<file path="config.mk">
export PLATFORM = sky130hd
export DESIGN_NAME = mem_readout
export DESIGN_NICKNAME = d
export VERILOG_FILES = /design/src/rtl/mem_readout_pkg.sv /design/src/rtl/mem_readout_word_serializer.sv /design/src/rtl/mem_readout.sv
export SDC_FILE = /design/constraint.sdc
export NUM_CORES = 1
export LEC_CHECK = 0
export ABC_AREA = 1
export BUFFER_PORTS_ARGS = -buffer_cell sky130_fd_sc_hd__buf_4
export CAP_MARGIN = 20
export CORE_MARGIN = 8
export CORE_UTILIZATION = 45
export CTS_BUF_LIST = sky130_fd_sc_hd__clkbuf_4 sky130_fd_sc_hd__clkbuf_8 sky130_fd_sc_hd__clkbuf_16
export DETAILED_ROUTE_END_ITERATION = 8
export PLACE_DENSITY = 0.75
export SYNTH_ARGS = -nofsm -noshare
export SYNTH_HDL_FRONTEND = slang
export SYNTH_SLANG_ARGS = --single-unit
</file>
<file path="constraint.sdc">
create_clock -name clk -period 2.2 [get_ports clk]
set_input_delay 0.22 -clock clk [delete_from_list [all_inputs] [get_ports clk]]
set_output_delay 0.22 -clock clk [all_outputs]
set_load 0.005 [all_outputs]
</file>
<file path="src/rtl/mem_readout_pkg.sv">
// readout_pkg: shared FSM state type and word geometry for the memory readout engine.
package readout_pkg;

    localparam int WORD_W = 32;
    localparam int BYTES_PER_WORD = WORD_W / 8;

    typedef enum logic [2:0] {IDLE, REQ, WAIT, SEND, DONE} readout_state_t;

    function automatic int idx_width(input int nb);
        return nb > 1 ? $clog2(nb) : 1;
    endfunction

endpackage

</file>
<file path="src/rtl/mem_readout_word_serializer.sv">
// word_serializer: holds one memory word and shifts it out LSB byte first on each handshake.
module word_serializer
    import readout_pkg::*;
#(
    parameter int DATA_W = WORD_W
) (
    input  logic              clk,
    input  logic              rst,
    input  logic              load,
    input  logic [DATA_W-1:0] load_data,
    input  logic              shift,
    output logic [7:0]        tx_data,
    output logic              last
);

    localparam int NB = DATA_W / 8;
    localparam int IW = idx_width(NB);

    logic [DATA_W-1:0] shreg_q, shreg_d;
    logic [IW-1:0]     idx_q, idx_d;

    always_comb begin
        shreg_d = load ? load_data : shift ? shreg_q >> 8 : shreg_q;
        idx_d   = load ? '0 : shift ? idx_q + IW'(1) : idx_q;
    end

    always_ff @(posedge clk) begin
        if (rst) begin
            shreg_q <= '0;
            idx_q   <= '0;
        end else begin
            shreg_q <= shreg_d;
            idx_q   <= idx_d;
        end
    end

    assign tx_data = shreg_q[7:0];
    assign last    = idx_q == IW'(NB - 1);

endmodule

</file>
<file path="src/rtl/mem_readout.sv">
// mem_readout: fetches a range of memory words and streams them out as little-endian bytes.
module mem_readout
    import readout_pkg::*;
#(
    parameter int ADDR_W = 13,
    parameter int DATA_W = WORD_W,
    parameter int CNT_W  = 14
) (
    input  logic              clk,
    input  logic              rst,
    input  logic              start,
    input  logic [ADDR_W-1:0] base_addr,
    input  logic [CNT_W-1:0]  word_count,
    output logic              busy,
    output logic              done,
    output logic              mem_rd_en,
    output logic [ADDR_W-1:0] mem_addr,
    input  logic [DATA_W-1:0] mem_rdata,
    output logic [7:0]        tx_data,
    output logic              tx_valid,
    input  logic              tx_ready
);

    readout_state_t    state_q, state_d;
    logic [ADDR_W-1:0] addr_q, addr_d;
    logic [CNT_W-1:0]  cnt_q, cnt_d;
    logic              busy_q, done_q, rd_en_q, valid_q;
    logic              last, fire;

    assign fire = valid_q && tx_ready;

    always_comb begin
        state_d = state_q;
        addr_d  = addr_q;
        cnt_d   = cnt_q;
        case (state_q)
            IDLE: if (start) begin
                state_d = word_count != '0 ? REQ : DONE;
                if (word_count != '0) begin
                    addr_d = base_addr;
                    cnt_d  = word_count;
                end
            end
            REQ:  state_d = WAIT;
            WAIT: begin
                state_d = SEND;
                addr_d  = addr_q + ADDR_W'(1);
                cnt_d   = cnt_q - CNT_W'(1);
            end
            SEND: if (fire && last) state_d = cnt_q != '0 ? REQ : DONE;
            DONE: state_d = IDLE;
            default: state_d = IDLE;
        endcase
    end

    // Outputs are registered from the next state so they line up with the state they describe.
    always_ff @(posedge clk) begin
        if (rst) begin
            state_q <= IDLE;
            addr_q  <= '0;
            cnt_q   <= '0;
            busy_q  <= 1'b0;
            done_q  <= 1'b0;
            rd_en_q <= 1'b0;
            valid_q <= 1'b0;
        end else begin
            state_q <= state_d;
            addr_q  <= addr_d;
            cnt_q   <= cnt_d;
            busy_q  <= state_d == REQ || state_d == WAIT || state_d == SEND;
            done_q  <= state_d == DONE;
            rd_en_q <= state_d == REQ;
            valid_q <= state_d == SEND;
        end
    end

    word_serializer #(.DATA_W(DATA_W)) u_ser (
        .clk      (clk),
        .rst      (rst),
        .load     (state_q == WAIT),
        .load_data(mem_rdata),
        .shift    (fire),
        .tx_data  (tx_data),
        .last     (last)
    );

    assign busy      = busy_q;
    assign done      = done_q;
    assign mem_rd_en = rd_en_q;
    assign mem_addr  = addr_q;
    assign tx_valid  = valid_q;

endmodule
</file>
==> results.cfg <==
[yosys]
async_reset_ff_share_pct = 0
synth_top_area_share_pct = 37.7
synth_cell_type_count = 34
yosys_register_bits = 68
syn_avg_cell_area_um2 = 6.85
synthFlopType = dfxtp_1
synth-edff-count = 0
ys_warn_count = 0
synthTopCellsByArea = dfxtp_1 38%, nand2_1 14%, nand3_1 6.8%
netlist_area_um2 = 3610
syn-num-nets = 593
synth-seq-area-share_pct = 37.7
syn_inst = 527
yosys.area.top_type = dfxtp_1

[setup_path]
end_kind = flip-flop
r2r_cells = 8
cp-start-kind = flip-flop
crit_arrival_ps = 2070
reg2reg_from = state_q[1]
r2r_end = cnt_q[13]
path_class = flip-flop to flip-flop
crit_required_ps = 2500
critPathCapture = cnt_q[13]
r2r_slack_ps = 430
crit_path_start = state_q[1]
crit_fanout = 22

[global_routing]
overflow = 0
grt_usage_pct = 17.2
grt_pass1_vias = 3548
antenna_found_initial = 0
grt_pass1_wl_um = 16000
grt_start_max_net_pins = 42

[placed_design]
place_inst = 689
dp_hpwl_um = 7000
gp_congestion = 0.888
dp_slack_ps = 419
io_buffers = 87

[cts]
clkTransAtPathRegs_ps = 80
cts_tree = done
cts_max_level = 3
clock_latency_ps = 350
cts_sinks = 68
cts_setup_buffers = 0
clockRootBuffer = clkbuf_8
cts_hold_buf = 0
cts_resized = 0
cts_inserted_buffers = 9
cts_buffer_depth = 2

[timing]
slew_headroom_pct = 49.4
fin_ws_ps = 430
tightest_slew_ps = 758
layout_min_cycle_time_ps = 1770
finalCritPeriodShare_pct = 80.5
clock_skew_ps = 7.30
rsz0062_at_grt = false
final-setup-viol-count = 0
max_freq_mhz = 565
final_max_slew_viol_count = 0
finalHoldViolCount = 0
finalSetupTns_ps = 0

[power]
p_int_mw = 2.56
p_sw_mw = 1.08
p_seq_share_pct = 40.0
p_sw_share_pct = 29.7
power_density_nw_per_um2 = 809
pwr-share-clk_pct = 38.6
ir_drop_v = 0.000444
pwr-share-comb_pct = 21.4
leakagePower_nw = 1.92

[finish]
synthToLayoutAreaGrowth_pct = 24.6
fin_cells = 705
final_util_pct = 58.0
layout-drive-gt1-share_pct = 24.2
nNetsFinal = 664
antennaDiodeCount = 0

[floorplan]
die-area_um2 = 11200
rows = 32
initial_core_util_pct = 46.5
core_area_um2 = 7770
die_y_um = 106
die_w_um = 106
io_pins = 88

[outcome]
outcome = finished, final reports clean

[routing]
vias = 3724
drtIter0Drc = 287
remaining_drc_errors = 0
drt-total-wl_um = 9820
drtAntennaViolNets = 0
dr.pass1.iters = 5
via_per_inst = 5.28
wl_per_cell_um = 13.9

[flow_run]
drv_cap = 0

[hold_path]
hold_path.class = input port to flip-flop
-- placed cells by master (no fill, tap or decap), types with 9 or more instances in the layout --
cell type  count
a31oi_1       23
clkbuf_8       9
buf_4         95
nand3_1       49
a21oi_2        9
o21ai_0       36
nand2_1      139
dfxtp_1       68
nor3_1        10
nor2_1        57
inv_1         31
a21oi_1       18
-- power by group through the flow --
stage	combinational, mW	clock (mW)	sequential [mW]
after global routing	0.866	1.47	1.47
final	0.779	1.41	1.46
after global placement	0.761	0	1.48
after CTS	0.779	1.42	1.45
after detailed placement	0.774	0	1.48
after floorplan	0.553	0	1.46
-- final cells by class --
class | instances | area, um^2
Sequential cell | 68 | 1360
Clock buffer | 9 | 124
Timing Repair Buffer | 95 | 713
Fill cell | 749 | 3270
Clock inverter | 7 | 146
Multi-Input combinational cell | 389 | 1900
Tap cell | 102 | 128
Inverter | 35 | 133
-- metal layers --
metal / global-route usage, % / part of all wire (%) / vias up
li1: - / - / 1871
met1: 20.9 / 45 / 1710
met2: 28.2 / 47 / 125
met3: 4.14 / 6.3 / 18
met4: 7.64 / 2.0 / 0
met5: 0 / 0 / -
-- per-stage QoR --
stage	hold WS (ps)	power [mW]	area (um^2)
after floorplan	355	2.01	3610
after global placement	452	2.24	4230
after detailed placement	456	2.25	4230
after CTS	93.5	3.65	4500
after global routing	118	3.81	4500
final	110	3.64	4500
-- kinds of logic after synthesis --
kind of cell	count (synthesis)	synth area share, %
buffers and inverters	70	9.80
XOR/XNOR	6	1.46
flip-flops	68	37.7
adder cells (fa/ha/maj)	3	1.04
AO/OA/AOI/OAI	93	14.8
AND/OR/NAND/NOR	287	35.3
-- worst min-delay path by stage --
stage / from / end / slack (ps) / depth (start not counted)
after global routing: word_count[2] / cnt_q[2] / 120 / 3
after global placement: u_ser.shreg_q[26] / u_ser.shreg_q[26] / 450 / 2
final: word_count[2] / cnt_q[2] / 110 / 3
after detailed placement: u_ser.shreg_q[26] / u_ser.shreg_q[26] / 460 / 2
after CTS: word_count[2] / cnt_q[2] / 90 / 3
after floorplan: word_count[2] / cnt_q[2] / 350 / 2
-- critical path: stages, from the launching register on --
cell,delay (ps)
dfxtp_1,340
or2_1,260
nor2_4,160
nand2_4,150
nand2_4,260
clkinv_2,260
nand2_1,110
nand3_1,80
inv_1,80
-- cells in the mapped netlist, types with 3 or more instances --
library cell    n
a21oi_1        18
a21oi_2         9
a31oi_1        23
buf_2           5
buf_4          12
buf_6           3
clkbuf_1       14
dfxtp_1        68
ha_1            3
inv_1          31
nand2_1       139
nand2_2         7
nand2_4         3
nand3_1        49
nand4_1         6
nor2_1         57
nor2_4          3
nor3_1         10
o21ai_0        36
o21ai_1         4
or2_2           5
xnor2_1         3
xor2_1          3
-- state kept, by name, indices dropped and copies added, names as in the netlist --
signal / count
state_q: 3
tx_valid: 1
u_ser.shreg_q: 32
done: 1
cnt_q: 14
mem_rd_en: 1
busy: 1
u_ser.idx_q: 2
mem_addr: 13
(Power assumes the default switching activity.)
